### src/rtl/fetch_unit.sv
`default_nettype none
// ============================================================================
// Module   : fetch_unit
// Purpose  : Instruction-fetch front end. Generates a predicted next PC from a
//            direct-mapped BTB with 2-bit direction counters, issues one
//            outstanding request at a time to the L1 instruction cache and
//            buffers returned instructions in a small circular fetch queue
//            that Decode drains. Execute-stage redirects flush the queue and
//            squash any in-flight cache response.
// Revision : 1.0 - initial release
// ----------------------------------------------------------------------------
// Parameters
//   TEXT_BASE    reset PC
//   BTB_ENTRIES  number of BTB entries (power of two, >= 2)
//   FQ_DEPTH     number of fetch-queue entries (power of two, >= 2)
// Ports
//   clk, rst          clock, synchronous active-high reset
//   imem_req/addr     cache request valid and fetch address
//   imem_rvalid/rdata cache response pulse and instruction word
//   inst_valid        queue head valid
//   inst/inst_pc      head instruction and its PC
//   pred_taken        head was predicted taken
//   pred_target       head predicted next PC
//   deq_ready         Decode consumes the head when inst_valid is high
//   redirect_valid/pc execute-stage redirect and corrected PC
//   upd_valid/pc/     resolved-branch BTB update: branch PC,
//   upd_taken/target  resolved direction and target
// ============================================================================
module fetch_unit #(
  parameter logic [31:0] TEXT_BASE   = 32'h0040_0000,
  parameter int unsigned BTB_ENTRIES = 16,
  parameter int unsigned FQ_DEPTH    = 4
) (
  input  logic        clk,
  input  logic        rst,
  // instruction cache
  output logic        imem_req,
  output logic [31:0] imem_addr,
  input  logic        imem_rvalid,
  input  logic [31:0] imem_rdata,
  // decode side
  output logic        inst_valid,
  output logic [31:0] inst,
  output logic [31:0] inst_pc,
  output logic        pred_taken,
  output logic [31:0] pred_target,
  input  logic        deq_ready,
  // execute side
  input  logic        redirect_valid,
  input  logic [31:0] redirect_pc,
  input  logic        upd_valid,
  input  logic [31:0] upd_pc,
  input  logic        upd_taken,
  input  logic [31:0] upd_target
);

  localparam int unsigned IDX  = $clog2(BTB_ENTRIES);
  localparam int unsigned TAGW = 30 - IDX;
  localparam int unsigned PTRW = $clog2(FQ_DEPTH);
  localparam logic [PTRW:0] FQ_FULL = (PTRW + 1)'(FQ_DEPTH);

  typedef enum logic [1:0] {
    S_REQ  = 2'd0,  // free to issue a request
    S_WAIT = 2'd1,  // request outstanding, response will be enqueued
    S_DROP = 2'd2   // request outstanding but squashed by a redirect
  } state_t;

  // --------------------------------------------------------------------------
  // Declarations
  // --------------------------------------------------------------------------
  state_t          state;
  logic [31:0]     pc;
  logic [31:0]     req_pc;
  logic            req_taken;
  logic [31:0]     req_target;

  logic            btb_valid  [BTB_ENTRIES];
  logic [TAGW-1:0] btb_tag    [BTB_ENTRIES];
  logic [31:0]     btb_target [BTB_ENTRIES];
  logic [1:0]      btb_ctr    [BTB_ENTRIES];

  logic [IDX-1:0]  lk_idx;
  logic [TAGW-1:0] lk_tag;
  logic            lk_hit;
  logic            lk_taken;
  logic [31:0]     lk_next;

  logic [IDX-1:0]  upd_idx;
  logic [TAGW-1:0] upd_tag;
  logic            upd_hit;
  logic            upd_we;
  logic [1:0]      upd_ctr_new;
  logic [31:0]     upd_tgt_new;
  logic            unused_upd_lsbs;

  logic [31:0]     fq_inst   [FQ_DEPTH];
  logic [31:0]     fq_pc     [FQ_DEPTH];
  logic            fq_taken  [FQ_DEPTH];
  logic [31:0]     fq_target [FQ_DEPTH];
  logic [PTRW-1:0] wr_ptr;
  logic [PTRW-1:0] rd_ptr;
  logic [PTRW:0]   count;
  logic            push;
  logic            pop;

  // --------------------------------------------------------------------------
  // BTB lookup for the current fetch PC. Reads the array contents as they
  // stand this cycle, so a same-cycle update is only seen on the next lookup.
  // --------------------------------------------------------------------------
  assign lk_idx   = pc[IDX+1:2];
  assign lk_tag   = pc[31:IDX+2];
  assign lk_hit   = btb_valid[lk_idx] && (btb_tag[lk_idx] == lk_tag);
  assign lk_taken = lk_hit && btb_ctr[lk_idx][1];
  assign lk_next  = lk_taken ? btb_target[lk_idx] : pc + 32'd4;

  // --------------------------------------------------------------------------
  // BTB update. A taken miss allocates (overwriting whatever lived there) in
  // the weakly-taken state; a not-taken miss leaves the entry alone.
  // --------------------------------------------------------------------------
  assign upd_idx = upd_pc[IDX+1:2];
  assign upd_tag = upd_pc[31:IDX+2];
  assign upd_hit = btb_valid[upd_idx] && (btb_tag[upd_idx] == upd_tag);

  // Instruction-aligned PCs: the byte offset never takes part in the lookup.
  assign unused_upd_lsbs = ^upd_pc[1:0];

  always_comb begin
    upd_we      = 1'b0;
    upd_ctr_new = btb_ctr[upd_idx];
    upd_tgt_new = btb_target[upd_idx];
    if (upd_valid) begin
      if (upd_hit) begin
        upd_we = 1'b1;
        if (upd_taken) begin
          upd_ctr_new = (btb_ctr[upd_idx] == 2'b11) ? 2'b11 : btb_ctr[upd_idx] + 2'b01;
          upd_tgt_new = upd_target;
        end else begin
          upd_ctr_new = (btb_ctr[upd_idx] == 2'b00) ? 2'b00 : btb_ctr[upd_idx] - 2'b01;
        end
      end else if (upd_taken) begin
        upd_we      = 1'b1;
        upd_ctr_new = 2'b10;
        upd_tgt_new = upd_target;
      end
    end
  end

  // One register set per entry; each is written only when the update
  // addresses it.
  for (genvar e = 0; e < BTB_ENTRIES; e++) begin : g_btb_entry
    logic            valid_q;
    logic [TAGW-1:0] tag_q;
    logic [31:0]     target_q;
    logic [1:0]      ctr_q;

    always_ff @(posedge clk) begin
      if (rst) begin
        valid_q  <= 1'b0;
        tag_q    <= '0;
        target_q <= '0;
        ctr_q    <= 2'b01;
      end else if (upd_we && (upd_idx == IDX'(e))) begin
        valid_q  <= 1'b1;
        tag_q    <= upd_tag;
        target_q <= upd_tgt_new;
        ctr_q    <= upd_ctr_new;
      end
    end

    assign btb_valid[e]  = valid_q;
    assign btb_tag[e]    = tag_q;
    assign btb_target[e] = target_q;
    assign btb_ctr[e]    = ctr_q;
  end

  // --------------------------------------------------------------------------
  // Request issue. Only the completed-entry count gates issue: with a single
  // outstanding request the queue can never be overrun by its response.
  // --------------------------------------------------------------------------
  assign imem_req  = (state == S_REQ) && (count < FQ_FULL) && !redirect_valid && !rst;
  assign imem_addr = pc;

  always_ff @(posedge clk) begin
    if (rst) begin
      state      <= S_REQ;
      pc         <= TEXT_BASE;
      req_pc     <= '0;
      req_taken  <= 1'b0;
      req_target <= '0;
    end else if (redirect_valid) begin
      pc <= redirect_pc;
      // A response landing in the redirect cycle retires the outstanding
      // request (and is discarded), so there is nothing left to drop.
      if ((state != S_REQ) && !imem_rvalid) begin
        state <= S_DROP;
      end else begin
        state <= S_REQ;
      end
    end else begin
      case (state)
        S_REQ: begin
          if (imem_req) begin
            req_pc     <= pc;
            req_taken  <= lk_taken;
            req_target <= lk_next;
            pc         <= lk_next;
            state      <= S_WAIT;
          end
        end
        S_WAIT: begin
          if (imem_rvalid) begin
            state <= S_REQ;
          end
        end
        S_DROP: begin
          if (imem_rvalid) begin
            state <= S_REQ;
          end
        end
        default: state <= S_REQ;
      endcase
    end
  end

  // --------------------------------------------------------------------------
  // Fetch queue. Redirect flushes and overrides any push/pop in that cycle.
  // --------------------------------------------------------------------------
  assign push = (state == S_WAIT) && imem_rvalid && !redirect_valid;
  assign pop  = inst_valid && deq_ready && !redirect_valid;

  always_ff @(posedge clk) begin
    if (rst || redirect_valid) begin
      wr_ptr <= '0;
      rd_ptr <= '0;
      count  <= '0;
    end else begin
      if (push) begin
        wr_ptr <= wr_ptr + 1'b1;
      end
      if (pop) begin
        rd_ptr <= rd_ptr + 1'b1;
      end
      if (push && !pop) begin
        count <= count + 1'b1;
      end else if (pop && !push) begin
        count <= count - 1'b1;
      end
    end
  end

  // Payload storage carries no reset; the head outputs are masked when empty.
  always_ff @(posedge clk) begin
    if (push) begin
      fq_inst[wr_ptr]   <= imem_rdata;
      fq_pc[wr_ptr]     <= req_pc;
      fq_taken[wr_ptr]  <= req_taken;
      fq_target[wr_ptr] <= req_target;
    end
  end

  assign inst_valid  = (count != '0);
  assign inst        = inst_valid ? fq_inst[rd_ptr]   : '0;
  assign inst_pc     = inst_valid ? fq_pc[rd_ptr]     : '0;
  assign pred_taken  = inst_valid ? fq_taken[rd_ptr]  : 1'b0;
  assign pred_target = inst_valid ? fq_target[rd_ptr] : '0;

endmodule
`default_nettype wire

### config.mk
export PLATFORM = sky130hd
export DESIGN_NAME = fetch_unit
export DESIGN_NICKNAME = d
export VERILOG_FILES = /design/src/rtl/fetch_unit.sv
export SDC_FILE = /design/constraint.sdc
export NUM_CORES = 2
export LEC_CHECK = 0
export CAP_MARGIN = 10
export CORE_MARGIN = 2
export CORE_UTILIZATION = 42
export CTS_BUF_LIST = sky130_fd_sc_hd__clkbuf_16
export DETAILED_ROUTE_END_ITERATION = 8
export GPL_TIMING_DRIVEN = 0
export MAX_ROUTING_LAYER = met4
export PLACE_DENSITY = 0.58
export SLEW_MARGIN = 30
export SYNTH_ARGS = -nofsm -noshare
export SYNTH_HDL_FRONTEND = slang
export SYNTH_SLANG_ARGS = --single-unit
### constraint.sdc
create_clock -name clk -period 6.8 [get_ports clk]
set_clock_uncertainty 0.15 [all_clocks]
set_input_delay 0.68 -clock clk [delete_from_list [all_inputs] [get_ports clk]]
set_output_delay 0.68 -clock clk [all_outputs]
set_load 0.02 [all_outputs]
==> Word level (Yosys, flattened, before mapping) <==
Memories as Yosys holds them, arrays and structs flattened. A register that Yosys moved wholly into a read port is not among the register bits.
Cells that the tools add are included.
{ "totals": {"ff_bits": 1082, "ram_bits": 388, "input_bits": 135, "wordCells": 218, "mem_count": 4} }
{ "memory_table": {"columns": ["name", "depth", "word_bits", "read_ports", "rd_ports_with_merged_regs", "write_ports", "line", "text"], "rows": [
  ["fq_inst", 4, 32, 1, 1, 1, "96", "logic [31:0] fq_inst [FQ_DEPTH];"],
  ["fq_pc", 4, 32, 1, 1, 1, "97", "logic [31:0] fq_pc [FQ_DEPTH];"],
  ["fq_target", 4, 32, 1, 1, 1, "99", "logic [31:0] fq_target [FQ_DEPTH];"],
  ["fq_taken", 4, 1, 1, 1, 1, "98", "logic fq_taken [FQ_DEPTH];"]
]} }
{ "classes": {"addsub": 7, "magnitude_cmp": 3, "eq_ne": 22, "mux": 60, "bitwise_logic": 3, "n_reduce_logical": 47} }
{ "op_table": {"columns": ["operator", "count"], "rows": [
  ["$mux 32", 13],
  ["$bmux 32 s4", 2],
  ["$bmux 26 s4", 2],
  ["$mux 26", 4],
  ["$eq 26x26->1", 2],
  ["$mux 2", 22],
  ["$add 32x3->32 const B", 1],
  ["$eq 4x4->1 const B", 8],
  ["$logic_and 1x1->1", 29],
  ["$bmux 2 s4", 2],
  ["$eq 4x3->1 const B", 4],
  ["$ge 5x5->1 const B", 2],
  ["$mux 1", 10],
  ["$not 4->5", 2],
  ["$bmux 1 s4", 2],
  ["$eq 4x2->1 const B", 2],
  ["$reduce_bool 2->1", 4],
  ["$add 2x1->2 const B", 3],
  ["$mux 3", 2],
  ["$logic_not 1->1", 5],
  ["$eq 2x2->1 const B", 2],
  ["$eq 4x1->1 const B", 1],
  ["$logic_not 2->1", 2],
  ["$logic_not 4->1", 1],
  ["14 further kinds", 15]
]} }

==> Depth between registers and ports, before layout <==
{ "depth": {"ltp_word": 11, "ltp_mapped": 18} }

==> Least setup slack after synthesis <==
OpenSTA, ideal clock, no wires.
{ "synth_path": {"kind": "in2reg", "from": "input upd_pc[2]", "to": "register g_btb_entry[0].target_q[12]", "setup_ns": 0.126, "arrival_time_ns": 3.924, "slack_ns": 2.600, "path_stages": 14, "path_cell_list": "buf_6 buf_6 buf_4 buf_4 buf_2 buf_2 buf_2 buf_2 mux4_2 mux4_2 nand2_1 a21o_1 buf_2 mux2i_1"} }
{ "synth_via": {"elab_chain_cells": 9, "elab_cells_between_ends": 18, "classes_between": "eq/ne (1); mux (13); bitwise (1); reduce/logical (3)"} }
{ "synth_rtl": {"columns": ["element", "line", "text"], "rows": [
  ["start, declared", "52", "input logic [31:0] upd_pc,"],
  ["$not 4->5 (not written as such)", "122, 130", null],
  ["$bmux 26 s4", "122", "assign upd_hit = btb_valid[upd_idx] && (btb_tag[upd_idx] == upd_tag);"],
  ["$mux 26 (not written as such) (2 in series)", "122", null],
  ["$eq 26x26->1", "122", null],
  ["$logic_and 1x1->1", "122", null],
  ["$mux 1", "132", "if (upd_hit) begin"],
  ["$mux 1", "131", "if (upd_valid) begin"],
  ["$logic_and 1x1->1", "162", "end else if (upd_we && (upd_idx == IDX'(e))) begin"],
  ["end signal, assigned", "165", "target_q <= upd_tgt_new;"],
  ["end, declared", "153", "logic [31:0] target_q;"]
]} }
Parallel ways exist; a longest one is shown, timed or not. The select of a mux whose other input is x is not followed.
A chain may end at the register's enable or synchronous reset.

==> Worst setup path after layout <==
{ "layout_path": {"from": "register pc[3] (netlist: imem_addr[3])", "to": "register pc[26] (netlist: imem_addr[26])"} }
{ "layout_via": {"elab_chain_cells": 11, "elab_cells_between_ends": 21, "classes_between": "add/sub (1); eq/ne (1); mux (16); bitwise (1); reduce/logical (2)"} }
{ "layout_rtl": {"columns": ["element", "line", "text"], "rows": [
  ["start, declared", "72", "logic [31:0] pc;"],
  ["start signal, assigned", "191", "pc <= redirect_pc;"],
  ["start signal, assigned", "206", "pc <= lk_next;"],
  ["$not 4->5 (not written as such)", "112, 113, 114", null],
  ["$bmux 26 s4", "112", "assign lk_hit = btb_valid[lk_idx] && (btb_tag[lk_idx] == lk_tag);"],
  ["$mux 26 (not written as such) (2 in series)", "112", null],
  ["$eq 26x26->1", "112", null],
  ["$logic_and 1x1->1", "112", null],
  ["$logic_and 1x1->1", "113", "assign lk_taken = lk_hit && btb_ctr[lk_idx][1];"],
  ["$mux 32 (*)", "114", "assign lk_next = lk_taken ? btb_target[lk_idx] : pc + 32'd4;"],
  ["$mux 32 (*)", "202", "if (imem_req) begin"],
  ["$mux 32 (*)", "200", "case (state)"],
  ["$mux 32 (*)", "190", "end else if (redirect_valid) begin"]
]} }
Every way passes the cells marked *; elsewhere a longest branch is shown, timed or not. The select of a mux whose other input is x is not followed.

==> reports/metrics.cfg <==
[run_status]
status=finished clean

[synth]
syn_area_per_cell_um2=12.2
ys_types=75
synthCells=5988
synth_edf_count=388
yosysWarnings=0
async_flop_share=0
syn_nets=6132
synth-seq-cells=1472
ys_seq_area_frac=0.456
syn_area_um2=73100
synth_ff_type=dfxtp_1

[sta]
max_slew_margin=0.249
fin_tns_setup_ns=0
setup_viol=0
rsz0062_at_grt=no
worst_slew_pin_slew_ns=1.13
finalCritPeriodShare=0.980
period_minus_slack_ns=6.66
hold_ws_ns=0.315
slew_violations=0
timing_hold_violations_final=0
fmax_mhz=150

[die]
dieWidth_um=421
die_y_um=421
io_pins=266
num_rows=153
initial_utilization=0.422
coreArea_um2=173000
die-area_um2=177000

[flow_run]
cap_violations=0

[final_layout]
drive_above_1_share=0.178
final_common_cell=dfxtp_1
syn_to_final_growth_pct=15.4
post-route-util=0.486
nets=6571
final_cell_area_um2=84400
final_cell_mix=dfxtp_1 (1084), mux2i_1 (742), nand2b_1 (706)

[critical_path]
cp.arrival_ns=7.18
endpoint_kind=register
path_class=reg2reg
crit_required_ns=7.32
reg2reg_depth=11
crit_fanout=10
cp-start-kind=register

[clocking]
cts_resized=0
clk_path_buf_depth=3
htreeDepth=4
postCtsHoldBufs=0
numClockSinks=1472
root_buffer=clkbuf_16
clkTransAtPathRegs_ns=0.06
clk_latency_ns=0.85
postCtsSetupBuffers=0
cts_tree=built
cts_buffers=160

[global_route]
grt-ovfl-total=0
grt_max_degree=38
grt_pass1_vias=53400
grt_antenna_before_repair=26
grt_pass1_wl_um=412000
track_usage=0.337

[pwr]
power_leakage_nw=31.6
ir_drop_mv=0.276
power-per-cell-area_nw_per_um2=237

[drt]
wire_per_inst_um=33.4
drt_iter0_drc=6548
dr.pass1.iters=6
drc=0
ant_nets=0
viasPerCell=6.17
vias=54800
drt-total-wl_um=297000

[worst_hold_path]
hp-class=reg2reg
min_delay_path_depth=2

[placement]
place_congestion=1.03
dp_hpwl_um=211000
portBuffers=260
place_area_um2=79100

## worst max-delay path: stages, from the launching register on
cell	delay (ns)
dfxtp_1	0.62
buf_2	0.40
buf_2	0.43
buf_2	0.63
clkbuf_1	0.72
clkbuf_1	0.78
clkbuf_1	0.83
mux4_2	0.45
mux4_2	0.64
nand2b_1	0.26
o211ai_1	0.33
o21ai_0	0.21
## area by class of cell
cell class / instances / area, um2
multi-input cells: 3891 / 36700
clock buffers: 161 / 4030
fillers: 15500 / 89100
diodes: 14 / 35.0
clock inverters: 127 / 1200
flip-flops and latches: 1472 / 33400
inverters: 35 / 131
repair buffers: 277 / 2980
plain buffers: 590 / 3000
well taps: 2325 / 2910
## state kept, by name, summed over array words and instances, names as in the netlist, 128 cells and up, named ones only
signal / count
g_btb_entry.tag_q: 416
g_btb_entry.target_q: 512
fq_target: 128
fq_inst: 128
fq_pc: 128
## path summary, 6_finish.rpt
path                            from  slack [ns]                       to
max                     imem_addr[3]        0.14            imem_addr[26]
max reg2reg             imem_addr[3]        0.14            imem_addr[26]
min reg2reg  g_btb_entry[14].valid_q        0.32  g_btb_entry[14].valid_q
min          g_btb_entry[14].valid_q        0.32  g_btb_entry[14].valid_q
## Yosys cell counts, types with 6 or more instances
| cell | count | area [um2] |
|---|---|---|
| and3_1 | 9 | 56.3 |
| edfxtp_1 | 388 | 11700 |
| nor2_1 | 44 | 165 |
| buf_6 | 65 | 732 |
| a22oi_1 | 46 | 345 |
| a21oi_1 | 60 | 300 |
| o211ai_1 | 31 | 233 |
| nor3_1 | 7 | 35.0 |
| mux4_2 | 642 | 14500 |
| o21ai_1 | 28 | 140 |
| dfxtp_1 | 1084 | 21700 |
| buf_1 | 44 | 165 |
| or3_1 | 6 | 37.5 |
| o21ai_0 | 608 | 3040 |
| mux2i_1 | 742 | 7430 |
| buf_4 | 24 | 180 |
| mux2_2 | 20 | 225 |
| or4_1 | 10 | 75.1 |
| nand2_1 | 224 | 841 |
| ha_1 | 8 | 100 |
| nand4_1 | 11 | 68.8 |
| nand3_1 | 31 | 155 |
| o22ai_1 | 10 | 62.6 |
| clkbuf_1 | 367 | 1380 |
| and2_1 | 111 | 694 |
| nor2b_1 | 306 | 1910 |
| buf_2 | 90 | 450 |
| nand2b_1 | 706 | 4420 |
| xnor2_1 | 61 | 534 |
| a21o_1 | 34 | 255 |
| xor2_1 | 26 | 228 |
| nand3b_1 | 37 | 278 |
| inv_1 | 33 | 124 |
## per-stage QoR
stage                     worst slack (ns)  total power (W)  instances
final                                0.135           0.0200       8892
after global routing                 0.246           0.0204       8886
after CTS                            0.365           0.0200       8877
after detailed placement             0.162           0.0113       8589
after global placement              -0.195           0.0112       8573
after floorplan                       2.60           0.0103       5988
## layer usage
| layer | part of all wire | GRT usage | routed length, um | up-vias |
|---|---|---|---|---|
| met5 | 0 | - | 0 | - |
| met2 | 0.45 | 0.504 | 133000 | 3147 |
| met4 | 0.061 | 0.177 | 18000 | 0 |
| met1 | 0.39 | 0.421 | 117000 | 28000 |
| li1 | - | - | - | 22900 |
| met3 | 0.098 | 0.0838 | 29200 | 807 |
## cells by family (layout without fill, tap and decap cells)
group	after synthesis	count (layout)	share of synthesized area
AO/OA/AOI/OAI	863	863	0.0656
XOR/XNOR	87	87	0.0104
adder cells (fa/ha/maj)	10	10	0.00178
buffers and inverters	625	1190	0.0415
flip-flops	1472	1472	0.456
multiplexers	1404	1404	0.302
other	0	14	0
AND/OR/NAND/NOR	1527	1527	0.122
## report_power, final
| group | internal, W | switching (W) |
|---|---|---|
| Clock | 0.00493 | 0.00393 |
| Combinational | 0.000657 | 0.00133 |
| Sequential | 0.00905 | 0.0000987 |
| Total | 0.0146 | 0.00536 |
(Power assumes the default switching activity.)
